==> src/rtl/spi_pkg.sv <==
// Shared types and helpers for the SPI peripheral endpoint.
package spi_pkg;

  typedef enum logic [1:0] {
    IDLE  = 2'd0,
    LOAD  = 2'd1,
    SHIFT = 2'd2
  } state_e;

  // Sent when the host has not queued a byte before a slot starts.
  localparam logic [7:0] IDLE_MISO_BYTE = 8'hFF;

  function automatic logic cpol(input int mode);
    return ((mode >> 1) & 1) != 0;
  endfunction

  function automatic logic cpha(input int mode);
    return (mode & 1) != 0;
  endfunction

endpackage

==> src/rtl/spi_sync.sv <==
// Two-flop synchronizer for an asynchronous SPI pin; the reset value is the pin's inactive level.
module spi_sync #(
  parameter logic RST_VAL = 1'b0
) (
  input  logic i_Clk,
  input  logic i_Rst_L,
  input  logic i_D,
  output logic o_Q
);

  logic meta_q;
  logic sync_q;

  always_ff @(posedge i_Clk or negedge i_Rst_L) begin
    if (!i_Rst_L) begin
      meta_q <= RST_VAL;
      sync_q <= RST_VAL;
    end else begin
      meta_q <= i_D;
      sync_q <= meta_q;
    end
  end

  assign o_Q = sync_q;

endmodule

==> src/rtl/spi_slave.sv <==
// SPI peripheral endpoint: oversamples SCLK/MOSI/CS_n in the i_Clk domain, assembles
// MSB-first RX bytes and shifts host-queued TX bytes out on MISO.
module spi_slave
  import spi_pkg::*;
#(
  parameter int SPI_MODE         = 0,
  parameter int MAX_BYTES_PER_CS = 2
) (
  input  logic                                  i_Clk,
  input  logic                                  i_Rst_L,
  output logic                                  o_RX_DV,
  output logic [7:0]                            o_RX_Byte,
  output logic [$clog2(MAX_BYTES_PER_CS+1)-1:0] o_RX_Count,
  input  logic                                  i_TX_DV,
  input  logic [7:0]                            i_TX_Byte,
  output logic                                  o_TX_Ready,
  output logic                                  o_TX_Underrun,
  input  logic                                  i_SPI_Clk,
  input  logic                                  i_SPI_MOSI,
  input  logic                                  i_SPI_CS_n,
  output logic                                  o_SPI_MISO,
  output logic                                  o_SPI_MISO_En
);

  localparam int            CW      = $clog2(MAX_BYTES_PER_CS + 1);
  localparam logic [CW-1:0] CNT_MAX = CW'(MAX_BYTES_PER_CS);
  localparam logic          CPOL    = cpol(SPI_MODE);
  localparam logic          CPHA    = cpha(SPI_MODE);

  logic sclk_s;
  logic mosi_s;
  logic cs_n_s;

  spi_sync #(.RST_VAL(CPOL)) u_sync_sclk (
    .i_Clk(i_Clk), .i_Rst_L(i_Rst_L), .i_D(i_SPI_Clk), .o_Q(sclk_s)
  );
  spi_sync #(.RST_VAL(1'b0)) u_sync_mosi (
    .i_Clk(i_Clk), .i_Rst_L(i_Rst_L), .i_D(i_SPI_MOSI), .o_Q(mosi_s)
  );
  spi_sync #(.RST_VAL(1'b1)) u_sync_cs (
    .i_Clk(i_Clk), .i_Rst_L(i_Rst_L), .i_D(i_SPI_CS_n), .o_Q(cs_n_s)
  );

  state_e        state_q;
  logic [1:0]    prime_q;
  logic          armed_q;
  logic          sclk_prev_q;
  logic [2:0]    bit_cnt_q;
  logic [6:0]    rx_q;
  logic [7:0]    tx_q;
  logic [7:0]    hold_q;
  logic          hold_full_q;
  logic [7:0]    rx_byte_q;
  logic          rx_dv_q;
  logic [CW-1:0] count_q;
  logic          underrun_q;
  logic          miso_q;
  logic          miso_en_q;

  logic       leading_d;
  logic       trailing_d;
  logic       sample_edge_d;
  logic       shift_edge_d;
  logic [7:0] rx_d;
  logic       byte_done_d;
  logic       reload_d;
  logic [7:0] reload_byte_d;
  logic       tx_accept_d;

  assign leading_d     = (sclk_prev_q == CPOL) && (sclk_s != CPOL);
  assign trailing_d    = (sclk_prev_q != CPOL) && (sclk_s == CPOL);
  assign sample_edge_d = CPHA ? trailing_d : leading_d;
  assign shift_edge_d  = CPHA ? leading_d : trailing_d;
  assign rx_d          = {rx_q, mosi_s};
  assign byte_done_d   = sample_edge_d && (bit_cnt_q == 3'd7);
  assign reload_d      = !cs_n_s && ((state_q == LOAD) || ((state_q == SHIFT) && byte_done_d));
  assign reload_byte_d = hold_full_q ? hold_q : IDLE_MISO_BYTE;
  // A byte offered in a reload cycle is judged against the pre-reload occupancy.
  assign tx_accept_d   = i_TX_DV && !hold_full_q;

  always_ff @(posedge i_Clk or negedge i_Rst_L) begin
    if (!i_Rst_L) begin
      state_q     <= IDLE;
      prime_q     <= 2'b00;
      armed_q     <= 1'b0;
      sclk_prev_q <= CPOL;
      bit_cnt_q   <= 3'd0;
      rx_q        <= 7'd0;
      tx_q        <= IDLE_MISO_BYTE;
      hold_q      <= 8'd0;
      hold_full_q <= 1'b0;
      rx_byte_q   <= 8'd0;
      rx_dv_q     <= 1'b0;
      count_q     <= '0;
      underrun_q  <= 1'b0;
      miso_q      <= 1'b1;
      miso_en_q   <= 1'b0;
    end else begin
      rx_dv_q     <= 1'b0;
      underrun_q  <= 1'b0;
      sclk_prev_q <= sclk_s;
      prime_q     <= {prime_q[0], 1'b1};

      if (tx_accept_d) begin
        hold_q      <= i_TX_Byte;
        hold_full_q <= 1'b1;
      end
      if (reload_d) begin
        tx_q       <= reload_byte_d;
        underrun_q <= !hold_full_q;
        if (hold_full_q) hold_full_q <= 1'b0;
      end

      if ((state_q != IDLE) && cs_n_s) begin
        state_q   <= IDLE;
        armed_q   <= 1'b0;
        count_q   <= '0;
        miso_q    <= 1'b1;
        miso_en_q <= 1'b0;
      end else begin
        case (state_q)
          IDLE: begin
            // Only a high CS_n seen after the synchronizers have filled can arm a frame.
            armed_q   <= prime_q[1] & cs_n_s;
            count_q   <= '0;
            miso_q    <= 1'b1;
            miso_en_q <= 1'b0;
            if (armed_q && !cs_n_s) begin
              state_q   <= LOAD;
              miso_en_q <= 1'b1;
            end
          end
          LOAD: begin
            bit_cnt_q <= 3'd0;
            miso_q    <= reload_byte_d[7];
            state_q   <= SHIFT;
          end
          SHIFT: begin
            if (sample_edge_d) begin
              rx_q      <= rx_d[6:0];
              bit_cnt_q <= bit_cnt_q + 3'd1;
              if (byte_done_d) begin
                rx_byte_q <= rx_d;
                rx_dv_q   <= 1'b1;
                if (count_q != CNT_MAX) count_q <= count_q + CW'(1);
                if (CPHA) miso_q <= reload_byte_d[7];
              end
            end else if (shift_edge_d && !(CPHA && (bit_cnt_q == 3'd0))) begin
              miso_q <= tx_q[~bit_cnt_q];
            end
          end
          default: state_q <= IDLE;
        endcase
      end
    end
  end

  assign o_RX_DV       = rx_dv_q;
  assign o_RX_Byte     = rx_byte_q;
  assign o_RX_Count    = count_q;
  assign o_TX_Ready    = !hold_full_q;
  assign o_TX_Underrun = underrun_q;
  assign o_SPI_MISO    = miso_q;
  assign o_SPI_MISO_En = miso_en_q;

endmodule

==> config.mk <==
export PLATFORM = sky130hd
export DESIGN_NAME = spi_slave
export DESIGN_NICKNAME = d
export VERILOG_FILES = /design/src/rtl/spi_pkg.sv /design/src/rtl/spi_sync.sv /design/src/rtl/spi_slave.sv
export SDC_FILE = /design/constraint.sdc
export NUM_CORES = 1
export LEC_CHECK = 0
export CORE_AREA = 2 2 74 76
export CTS_CLUSTER_SIZE = 16
export DETAILED_ROUTE_END_ITERATION = 6
export DIE_AREA = 0 0 76 78
export PLACE_DENSITY_LB_ADDON = 0.15
export SLEW_MARGIN = 20
export SYNTH_ARGS = -nofsm -noshare
export SYNTH_HDL_FRONTEND = slang
export SYNTH_SLANG_ARGS = --single-unit
export TNS_END_PERCENT = 10
==> constraint.sdc <==
create_clock -name i_Clk -period 2.5 [get_ports i_Clk]
set_clock_uncertainty 0.2 [all_clocks]
set_input_delay 0.25 -clock i_Clk [delete_from_list [all_inputs] [get_ports i_Clk]]
set_output_delay 0.25 -clock i_Clk [all_outputs]
set_load 0.02 [all_outputs]
## Yosys cells after proc, flatten, opt, wreduce, memory -nomap -nowiden

Index checks and enable logic that the tools add are counted.

| word-level totals | value |
|---|---|
| bits of input ports | 14 |
| word-level logic and storage cells | 94 |
| flip-flop bits (word level) | 53 |

| operators by class | value |
|---|---|
| reductions and logical operators | 23 |
| order comparisons | 1 |
| mux-type cells | 30 |
| bitwise operators | 5 |
| equality and inequality tests | 12 |
| add/sub/neg operators | 2 |

Operators by type and width:

| kind | count |
|---|---|
| $mux W1 | 17 |
| $mux W2 | 6 |
| $ne A3 B2 Y1 const B | 4 |
| $reduce_and A3 Y1 | 3 |
| $logic_and A1 B1 Y1 | 8 |
| $mux W8 | 1 |
| $reduce_and A4 Y1 | 2 |
| $pmux W2 S3 | 1 |
| $pmux W3 S2 | 1 |
| $reduce_bool A2 Y1 | 3 |
| $lt A3 B4 Y1 const B | 1 |
| $ne A2 B2 Y1 const B | 2 |
| $pmux W2 S2 | 1 |
| $reduce_bool A4 Y1 | 1 |
| $add A3 B1 Y3 const B | 1 |
| $bmux W1 S3 | 1 |
| $eq A3 B3 Y1 const B | 1 |
| $mux W3 | 1 |
| $ne A3 B1 Y1 const B | 1 |
| $ne A3 B3 Y1 const B | 1 |
| $not A1 Y1 | 3 |
| $not A3 Y3 | 1 |
| $pmux W1 S3 | 1 |
| $reduce_bool A3 Y1 | 1 |
| 9 further kinds | 10 |

## Longest topological paths before layout

| logic depth | value |
|---|---|
| depth after elaboration | 7 |
| gate-level depth with buffers | 7 |
| depth with buffers taken out | 6 |

## Hierarchy

From an unflattened synthesis, not the netlist that was laid out.

| unflattened totals | value |
|---|---|
| cells, all modules | 182 |
| area, all modules | 2205.9 sq um |

By module, submodules not included:

| module | area each (sq um) | sequential area each (sq um) | instances | cells each |
|---|---|---|---|---|
| spi_slave | 2053.2 | 1187.4 | 1 | 176 |
| spi_sync at u_sync_mosi ... | 50.0 | 50.0 | 2 | 2 |
| spi_sync at u_sync_cs | 52.6 | 52.6 | 1 | 2 |

## Worst setup path before layout

Ideal clock, no wire load.

| timing path | value |
|---|---|
| path kind | reg2reg |
| start point | register state_q[0] |
| end point | register rx_byte_q[0] (netlist: o_RX_Byte[0]) |
| arrival time | 1.571 ns |
| slack | 0.604 ns |
| stages on the path, launching flop included | 8 |
| setup time | 0.125 ns |
| cell sequence | dfrtp_1 -> inv_1 -> ha_1 -> buf_2 -> nor2b_1 -> nor2_1 -> nand3_2 -> mux2_2 |

| on the way | value |
|---|---|
| cells in the longest elaborated chain, start to end | 4 |
| elaborated cells on any way between the ends | 5 |
| those cells by class | eq/ne (1); bitwise (1); reduce/logical (3) |

Ends and longest elaborated chain:

| what | line | text |
|---|---|---|
| start: declaration | spi_slave.sv:44 | `state_e state_q;` |
| start signal: assignment | spi_slave.sv:83 | `state_q <= IDLE;` |
| start signal: assignment | spi_slave.sv:115 | `state_q <= IDLE;` |
| start signal: assignment | spi_slave.sv:129 | `state_q <= LOAD;` |
| $reduce_bool A2 Y1 | spi_slave.sv:114 | `if ((state_q != IDLE) && cs_n_s) begin` |
| $logic_and A1 B1 Y1 | spi_slave.sv:114 |  |
| $not A1 Y1 (no line) | -- |  |
| $reduce_and A4 Y1 (no line) * | -- |  |
| end signal: assignment | spi_slave.sv:143 | `rx_byte_q <= rx_d;` |
| end: declaration | spi_slave.sv:53 | `logic [7:0] rx_byte_q;` |

Every way passes the cells marked *; elsewhere a longest branch is shown, timed or not.
A chain may end at the register's enable or synchronous reset.

## Final worst setup path

| timing path | value |
|---|---|
| start point | register state_q[0] |
| end point | register rx_q[2] |

| on the way | value |
|---|---|
| cells in the longest elaborated chain, start to end | 4 |
| elaborated cells on any way between the ends | 5 |
| those cells by class | eq/ne (1); bitwise (1); reduce/logical (3) |

Ends and longest elaborated chain:

| what | line | text |
|---|---|---|
| $reduce_bool A2 Y1 | spi_slave.sv:114 |  |
| $logic_and A1 B1 Y1 | spi_slave.sv:114 |  |
| $not A1 Y1 (no line) | -- |  |
| $reduce_and A3 Y1 (no line) * | -- |  |
| end signal: assignment | spi_slave.sv:140 | `rx_q <= rx_d[6:0];` |
| end: declaration | spi_slave.sv:49 | `logic [6:0] rx_q;` |

Marks and branches as above.

==> results.json <==
{
  "yosys-top-cells-area": "dfrtp_1 48%, dfstp_2 13%, mux2_2 8.2%",
  "final_common_cell": "dfrtp_1",
  "dr.first_iter.drc_count": 70,
  "clock_latency_ps": 310,
  "drc": 0,
  "worstSetupEndpointType": "flop",
  "placed_area_mm2": 0.00256,
  "critPathKind": "flop to flop",
  "pre_cts_slack_ps": 231,
  "cts_resized": 0,
  "drv_slew": 0,
  "die_x_um": 76,
  "routed_wl_um": 3690,
  "die_y_um": 78,
  "grt_pass1_wl_um": 6790,
  "routed_wire_length_per_instance_um": 13.0,
  "synth-async-reset-ratio_pct": 100,
  "postCtsSetupBuffers": 0,
  "drtPass1Iterations": 4,
  "ys_types": 33,
  "grt.overflow.total": 0,
  "fin_area_mm2": 0.00269,
  "num_antenna_cells": 0,
  "cp_max_fo": 11,
  "io_buffers": 28,
  "clock_path_buffers": 2,
  "start_util_pct": 43.7,
  "drv_cap": 0,
  "min_path_type": "primary input to flop",
  "synthToLayoutAreaGrowth_pct": 21.8,
  "grtUsageTotal_pct": 14.5,
  "ir_worst_vdd_uv": 429,
  "hold_path_depth": 1,
  "fillCellCount": 453,
  "synth_edf_count": 0,
  "min_period_ps": 2290,
  "postCtsHoldBufs": 1,
  "nets": 234,
  "synth-seq-cells": 53,
  "ant_nets": 0,
  "ios": 29,
  "synth_top_cell_by_area": "dfrtp_1",
  "cp.required_ps": 2500,
  "antenna_found_initial": 0,
  "cts.reportedPaths.clkPinSlew_ps": 100,
  "hpwl_um": 2680,
  "slew_headroom_pct": 58.5,
  "rows": 26,
  "worstRegToRegCells": 5,
  "core_mm2": 0.00504,
  "maxClockFrequency_mhz": 437,
  "final_cell_mix": "42 x dfrtp_1, 27 x clkdlybuf4s50_1, 16 x inv_1, 16 x mux2_2, 14 x nand2_1",
  "p_leak_uw": 0.00121,
  "syn_avg_cell_area_um2": 12.1,
  "cts_buffers": 5,
  "htree_num_levels": 2,
  "die_area_mm2": 0.00593,
  "ys_seq_area_share_pct": 60.7,
  "seq_area_mm2": 0.00134,
  "worst_pin_slew_ps": 622,
  "p_per_area_mw_per_mm2": 882,
  "multi_input_area_um2": 763,
  "syn_area_mm2": 0.00221,
  "outcome": "complete, no violations",
  "synth_top_area_share_pct": 47.6,
  "post-route-util_pct": 53.3,
  "cts_sinks": 53,
  "root_buffer": "clkbuf_8",
  "setup_slack_ps": 213,
  "rsz0062_at_grt": "false",
  "syn_nets": 203,
  "gp_congestion": 0.699,
  "hold_viol": 0,
  "setup_viol": 0,
  "r2r_slack_ps": 210,
  "cp-start-kind": "flop",
  "first_global_vias": 1518,
  "yosys_most_used_dff": "dfrtp_1",
  "arrival_ps": 2290,
  "cts_tree": "built",
  "netlist_instances": 182,
  "routed_via_density": 4.95,
  "min_period_over_period_pct": 91.5,
  "ys_warn_count": 0,
  "grt_max_degree": 28,
  "drive_above_1_share_pct": 20.1,
  "via_count": 1405,
  "fin_setup_tns_ps": 0
}
==> cell type report <==
| class | count | area share, % |
|---|---|---|
| flip-flops and latches | 53 | 49.9 |
| multi-input cells | 105 | 28.4 |
| repair buffers | 32 | 11.9 |
| well taps | 70 | 3.26 |
| clock buffers | 5 | 2.56 |
| inverters | 16 | 2.23 |
| clock inverters | 3 | 1.77 |
==> cell families (layout without fill, tap and decap cells) <==
logic type,after synthesis,count (layout),share of synthesized area [%]
AOI/OAI and AO/OA,35,35,10.2
muxes,22,22,11.5
and+or+nand+nor,40,40,8.74
DFF,53,53,60.7
buffers and inverters,24,56,4.65
other,1,1,0.170
adders and majority gates,7,7,3.97
==> power by group <==
group | total (µW) | internal (µW) | switching, µW
registers | 1200 | 1090 | 114
logic | 572 | 259 | 313
clock network | 597 | 306 | 292
==> flip-flops by register name, indices dropped and copies added (netlist names), 2 cells and up <==
name and cells:
hold_q 8, prime_q 2, rx_q 7, tx_q 8, o_RX_Byte 8, state_q 2
o_RX_Count 2, bit_cnt_q 3
==> routing by layer <==
metal / vias to the layer above / share of wire (%) / GRT usage [%]
met2: 29 / 48 / 24.2
li1: 683 / - / -
met5: - / 0 / 0
met1: 684 / 46 / 17.4
met3: 9 / 3.3 / 3.60
met4: 0 / 2.6 / 7.64
==> critical path, stage by stage (launching register included) <==
cell and delay (ps):
dfrtp_1 440, inv_1 120, ha_1 390, nand2b_1 200
and3_1 430, mux2_2 390
==> per-stage QoR <==
step / hold WS [ps] / total power (µW) / instances
finish: 139 / 2370 / 284
global route: 131 / 2550 / 284
CTS: 133 / 2400 / 284
detailed placement: 109 / 1790 / 275
global placement: 98.0 / 1760 / 275
floorplan: -246 / 1600 / 182
==> path summary, 6_finish.rpt <==
check	startpoint	endpoint
max in group asynchronous	i_Rst_L	tx_q[7]
setup / recovery	state_q[0]	rx_q[2]
setup reg to reg	state_q[0]	rx_q[2]
min in group asynchronous	i_Rst_L	o_SPI_MISO_En
hold / removal	i_SPI_CS_n	u_sync_cs.meta_q
hold reg to reg	u_sync_sclk.meta_q	u_sync_sclk.o_Q
==> Yosys cell counts (4+ instances only) <==
cell type / number
a31oi_1: 8
buf_2: 4
dfrtp_1: 42
dfstp_2: 11
ha_1: 7
inv_1: 16
mux2_2: 16
mux2i_1: 4
nand2_1: 14
nor2_1: 13
o21ai_0: 8
o21ai_1: 6
(Power assumes the default switching activity.)
